[src/rtl/fp_mult_pkg.sv]
// Shared definitions for the single-precision multiplier result path:
// status bit positions and the packed result payload carried through the FIFO.
package fp_mult_pkg;

    localparam int unsigned ST_ZERO    = 0;
    localparam int unsigned ST_INF     = 1;
    localparam int unsigned ST_NAN     = 2;
    localparam int unsigned ST_TINY    = 3;
    localparam int unsigned ST_HUGE    = 4;
    localparam int unsigned ST_INEXACT = 5;

    localparam int unsigned Z_W      = 32;
    localparam int unsigned STATUS_W = 8;
    localparam int unsigned FLAG_W   = 6;

    typedef logic [STATUS_W-1:0] fp_status_t;

    typedef struct packed {
        logic [Z_W-1:0] z;
        fp_status_t     st;
    } fp_res_t;

    // Results that count as exceptional events: NaN, underflow or overflow.
    function automatic logic is_exc_event(input fp_status_t st);
        return st[ST_NAN] | st[ST_TINY] | st[ST_HUGE];
    endfunction

endpackage

[src/rtl/fp_res_fifo.sv]
// Show-ahead result FIFO: power-of-two depth, wrapping pointers, registered
// occupancy count plus registered not_full / not_empty flags.
module fp_res_fifo
    import fp_mult_pkg::*;
#(
    parameter int unsigned DEPTH = 4
) (
    input  logic                   clk,
    input  logic                   rst,
    input  logic                   push,
    input  logic                   pop,
    input  fp_res_t                wdata,
    output fp_res_t                rdata,
    output logic [$clog2(DEPTH):0] count,
    output logic                   not_full,
    output logic                   not_empty
);

    localparam int unsigned AW = $clog2(DEPTH);
    localparam int unsigned CW = AW + 1;

    if (DEPTH < 2 || (DEPTH & (DEPTH - 1)) != 0) begin : g_bad_depth
        $error("fp_res_fifo: DEPTH must be a power of two and at least 2");
    end

    fp_res_t         mem [DEPTH];
    logic [AW-1:0]   wr_ptr;
    logic [AW-1:0]   rd_ptr;
    logic [CW-1:0]   count_q;
    logic [CW-1:0]   count_d;

    // Caller only pushes when not full and only pops when not empty.
    always_comb begin
        count_d = count_q;
        case ({push, pop})
            2'b10:   count_d = count_q + CW'(1);
            2'b01:   count_d = count_q - CW'(1);
            default: count_d = count_q;
        endcase
    end

    always_ff @(posedge clk or negedge rst) begin
        if (!rst) begin
            wr_ptr    <= '0;
            rd_ptr    <= '0;
            count_q   <= '0;
            not_full  <= 1'b0;
            not_empty <= 1'b0;
        end else begin
            if (push) wr_ptr <= wr_ptr + AW'(1);
            if (pop)  rd_ptr <= rd_ptr + AW'(1);
            count_q   <= count_d;
            not_full  <= (count_d != CW'(DEPTH));
            not_empty <= (count_d != CW'(0));
        end
    end

    // Payload storage needs no reset; readers qualify it with not_empty.
    always_ff @(posedge clk) begin
        if (push) mem[wr_ptr] <= wdata;
    end

    assign rdata = mem[rd_ptr];
    assign count = count_q;

endmodule

[src/rtl/fp_mult_result_stage.sv]
// Result stage after the fp multiplier: FIFO buffering, sticky exception flags
// and an optional exception event counter (enabled by FP_RES_EXC_CNT_EN).
module fp_mult_result_stage
    import fp_mult_pkg::*;
#(
    parameter int unsigned DEPTH = 4,
    parameter int unsigned CNT_W = 16
) (
    input  logic                   clk,
    input  logic                   rst,
    input  logic                   in_valid,
    output logic                   in_ready,
    input  logic [31:0]            in_z,
    input  logic [7:0]             in_status,
    output logic                   out_valid,
    input  logic                   out_ready,
    output logic [31:0]            out_z,
    output logic [7:0]             out_status,
    output logic [5:0]             sticky_flags,
    input  logic                   sticky_clr,
    output logic [$clog2(DEPTH):0] fill_level,
    output logic [CNT_W-1:0]       exc_cnt
);

    logic    push;
    logic    pop;
    fp_res_t wr_res;
    fp_res_t head;

    assign push   = in_valid & in_ready;
    assign pop    = out_valid & out_ready;
    assign wr_res = '{z: in_z, st: in_status};

    fp_res_fifo #(
        .DEPTH (DEPTH)
    ) u_fifo (
        .clk       (clk),
        .rst       (rst),
        .push      (push),
        .pop       (pop),
        .wdata     (wr_res),
        .rdata     (head),
        .count     (fill_level),
        .not_full  (in_ready),
        .not_empty (out_valid)
    );

    // Storage contents are not reset, so the head is masked when empty.
    assign out_z      = out_valid ? head.z  : 32'd0;
    assign out_status = out_valid ? head.st : 8'd0;

    // Clear wins over accumulate, but a flag arriving in the clear cycle is kept.
    always_ff @(posedge clk or negedge rst) begin
        if (!rst) begin
            sticky_flags <= '0;
        end else if (sticky_clr) begin
            sticky_flags <= push ? in_status[FLAG_W-1:0] : FLAG_W'(0);
        end else if (push) begin
            sticky_flags <= sticky_flags | in_status[FLAG_W-1:0];
        end
    end

`ifdef FP_RES_EXC_CNT_EN
    logic exc_hit;

    assign exc_hit = push & is_exc_event(in_status);

    // Saturating event counter; never wraps back to zero.
    always_ff @(posedge clk or negedge rst) begin
        if (!rst) begin
            exc_cnt <= '0;
        end else if (sticky_clr) begin
            exc_cnt <= '0;
        end else if (exc_hit && (exc_cnt != {CNT_W{1'b1}})) begin
            exc_cnt <= exc_cnt + CNT_W'(1);
        end
    end
`else
    assign exc_cnt = CNT_W'(0);
`endif

endmodule

[config.mk]
export PLATFORM = sky130hd
export DESIGN_NAME = fp_mult_result_stage
export DESIGN_NICKNAME = d
export VERILOG_FILES = /design/src/rtl/fp_mult_pkg.sv /design/src/rtl/fp_res_fifo.sv /design/src/rtl/fp_mult_result_stage.sv
export SDC_FILE = /design/constraint.sdc
export NUM_CORES = 1
export LEC_CHECK = 0
export CAP_MARGIN = 15
export CELL_PAD_IN_SITES_DETAIL_PLACEMENT = 2
export CELL_PAD_IN_SITES_GLOBAL_PLACEMENT = 2
export CORE_ASPECT_RATIO = 1.5
export CORE_MARGIN = 3
export CORE_UTILIZATION = 32
export DETAILED_ROUTE_END_ITERATION = 10
export PLACE_DENSITY_LB_ADDON = 0.1
export SYNTH_ARGS = -nofsm -noshare
export SYNTH_HDL_FRONTEND = slang
export SYNTH_HIERARCHICAL = 1
export SYNTH_SLANG_ARGS = --single-unit
[constraint.sdc]
create_clock -name clk -period 4.6 [get_ports clk]
set_clock_uncertainty 0.15 [all_clocks]
set_input_delay 0.92 -clock clk [delete_from_list [all_inputs] [get_ports clk]]
set_output_delay 0.92 -clock clk [all_outputs]
set_load 0.01 [all_outputs]
==> qor.txt <==
DP Wirelength - 9847 um
pins over their slew limit - 0
drt first pass iters - 4
TritonCTS buffer count - 17
worst vdd ir - 0.2417 mV
Rows - 65
Clock power frac - 0.255
Worst path slowest cell - dfrtp_4
Post-Synthesis Cell Area - 6930 sq um
gr usage total - 0.1388
Yosys reg bits - 175
fin crit share - 0.8354
IO Count - 112
CP Launch Type - flip-flop
DR vias - 3339
kind of critical path - reg2out
internal power - 3.982 mW
H-tree depth - 4
Setup crit end kind - primary output
Setup TNS - 0 ps
top post-synthesis cells by area - edfxtp_1, mux4_2, dfrtp_1
clock-pin slew on the worst setup and hold paths - 60 ps
Post-CTS Resized - 0
TritonCTS clock tree - done
number of diodes - 0
switching share of power - 0.2829
worst rel slew slack - 0.4018
post-placement cell count - 684
Multi-input gate area - 1530 sq um
largest net degree at the start of global routing - 43
nets@finish - 486
Storage cell area - 5185 sq um
Data required, critical path - 3530 ps
DIE WIDTH - 126.2 um
Pwr per Cell Area - 639.9 nW/um^2
post-route minimum period - 3843 ps
vias per cell - 4.663
Core Region - 21150 sq um
Area growth syn-to-layout - 25.20%
Avg Cell Area, Syn - 21.19 sq um
grt total ovfl - 0
Logic pwr share - 0.323
Clock Tree Buf Depth - 2
Syn. warnings - 6
Port Buf Inserts - 95
status - finished, final reports clean
routed wire length - 15410 um
sequential fraction of the synthesis area - 0.7474
initial antenna violation count - 0
maximum capacitance violations - 0
Leak Pwr - 2.913 nW
FILL cells - 2003
Hold-fix buffers, CTS - 0
final setup violation count - 0
number of global-route vias before repair - 3952
final core occ - 0.4104
GPL Wtd Cong - 0.7013
Final ANT Viol Nets - 0
RSZ-0062 raised after global routing - no
CTS sink cnt - 175
die area - 23500 sq um
Syn Inst Count - 327
f_max - 0.2602 GHz
worst-skew pair later-pin latency - 420 ps
Final Hold Vio Count - 0
initial drt markers - 136
sequential share of power - 0.422
initial core utilization - 0.3278
# DRC - 0
first-pass GRT wire length - 23780 um
Hold Path Class - reg2reg
wire per inst - 21.52 um
share of cells above drive strength 1 - 0.1875
slowest stage delay, CP - 1030 ps
cell taking the most area after synthesis - edfxtp_1
Max FO, Critical Path - 42
setup bufs post-CTS - 0
Die Ht - 186.2 um
Root Driver - clkbuf_16
switching power total - 1.571 mW
post-synth top area share - 0.6933
Final Instance Count excl. Fillers - 716
Pwr Total - 5.553 mW
Synth cell types - 27
Tightest Pin Transition - 897.4 ps
CP cell instances - mux4_1 > and2_1 > clkdlybuf4s50_1
Worst Path Arrival - 2770 ps
==> power by group through the flow <==
stage / clock (mW) / sequential (mW) / combinational [mW]
after floorplan: 0 / 2.19 / 1.18
after global placement: 0 / 2.37 / 1.82
after detailed placement: 0 / 2.40 / 1.84
after CTS: 1.46 / 2.37 / 1.85
after global routing: 1.53 / 2.41 / 1.95
final: 1.41 / 2.34 / 1.80
==> Yosys cell counts (all sizes together) <==
master / n
dfrtp: 15
or2: 1
conb: 1
clkbuf: 5
ha: 5
a22o: 6
fa: 1
nor4bb: 1
a21oi: 1
mux2: 1
buf: 26
nand2: 2
xnor2: 4
o221ai: 1
inv: 4
and2: 46
o21ai: 3
edfxtp: 160
xor2: 2
mux4: 40
nor3b: 2
==> layer usage <==
layer / vias up / part of all wire / GRT usage / wire [um]
met3: 19 / 0.041 / 0.03771 / 629
met2: 85 / 0.55 / 0.2515 / 8472
met5: - / 0 / 0 / 0
li1: 1470 / - / - / -
met1: 1765 / 0.39 / 0.1564 / 6015
met4: 0 / 0.019 / 0.05324 / 289
==> critical path: cells and delay by family, from the launching register on <==
| kind | cells | cell delay, ps |
|---|---|---|
| and+or+nand+nor | 1 | 190 |
| buffers and inverters | 1 | 480 |
| DFF | 1 | 1030 |
| muxes | 1 | 640 |
==> cell usage in the layout (no fill, tap or decap), drive strengths merged, types with 5 or more instances in the layout <==
| cell | synthesis | final |
|---|---|---|
| mux4 | 40 | 40 |
| edfxtp | 160 | 160 |
| a22o | 6 | 6 |
| and2 | 46 | 46 |
| ha | 5 | 5 |
| buf | 26 | 10 |
| clkbuf | 5 | 27 |
| clkdlybuf4s50 | 0 | 95 |
| dfrtp | 15 | 15 |
| conb | 1 | 16 |
==> state kept, by name, summed over array words and instances (netlist names) <==
name              cells
u_fifo/mem          160
sticky_flags          6
u_fifo/count          3
u_fifo/rd_ptr         2
u_fifo/wr_ptr         2
u_fifo/not_empty      1
u_fifo/not_full       1
==> layout make-up <==
| class | instances | share of cell area |
|---|---|---|
| Tap cell | 268 | 0.03864 |
| Timing Repair Buffer | 105 | 0.1182 |
| Multi-Input combinational cell | 132 | 0.1764 |
| Clock buffer | 27 | 0.06172 |
| Inverter | 4 | 0.001730 |
| Sequential cell | 175 | 0.5975 |
| Clock inverter | 5 | 0.005768 |
==> cells by family (layout without fill, tap and decap cells) <==
group,after synthesis,count (layout),synth area share
fa+ha+maj,6,6,0.01192
xor+xnor,6,6,0.007583
compound gates,11,11,0.01173
mux,41,41,0.1327
other cells,1,16,0.0005411
simple gates,52,52,0.04748
buf+inv,35,141,0.04062
flops,175,175,0.7474
==> metrics by stage <==
stage	cell area (sq um)	worst slack, ps	hold WS, ps
after floorplan	6987	1892	341.5
after global placement	8092	1132	350.7
after detailed placement	8092	1157	352.9
after CTS	8677	664.3	368.3
after global routing	8677	553.5	396.1
final	8677	757.4	364.6
==> final timing paths <==
| path | start | end | cells past startpoint | slack [ps] |
|---|---|---|---|---|
| max | u_fifo/rd_ptr[0] | out_status[0] | 3 | 760 |
| max reg2reg | u_fifo/not_empty | u_fifo/not_empty | 6 | 1760 |
| min | sticky_flags[4] | sticky_flags[4] | 1 | 360 |
| max in group asynchronous | rst | u_fifo/rd_ptr[0] | 1 | 2970 |
| min in group asynchronous | rst | u_fifo/not_empty | 1 | 780 |
| min reg2reg | sticky_flags[4] | sticky_flags[4] | 1 | 360 |
No activity file was read; power rests on OpenSTA's default activity.
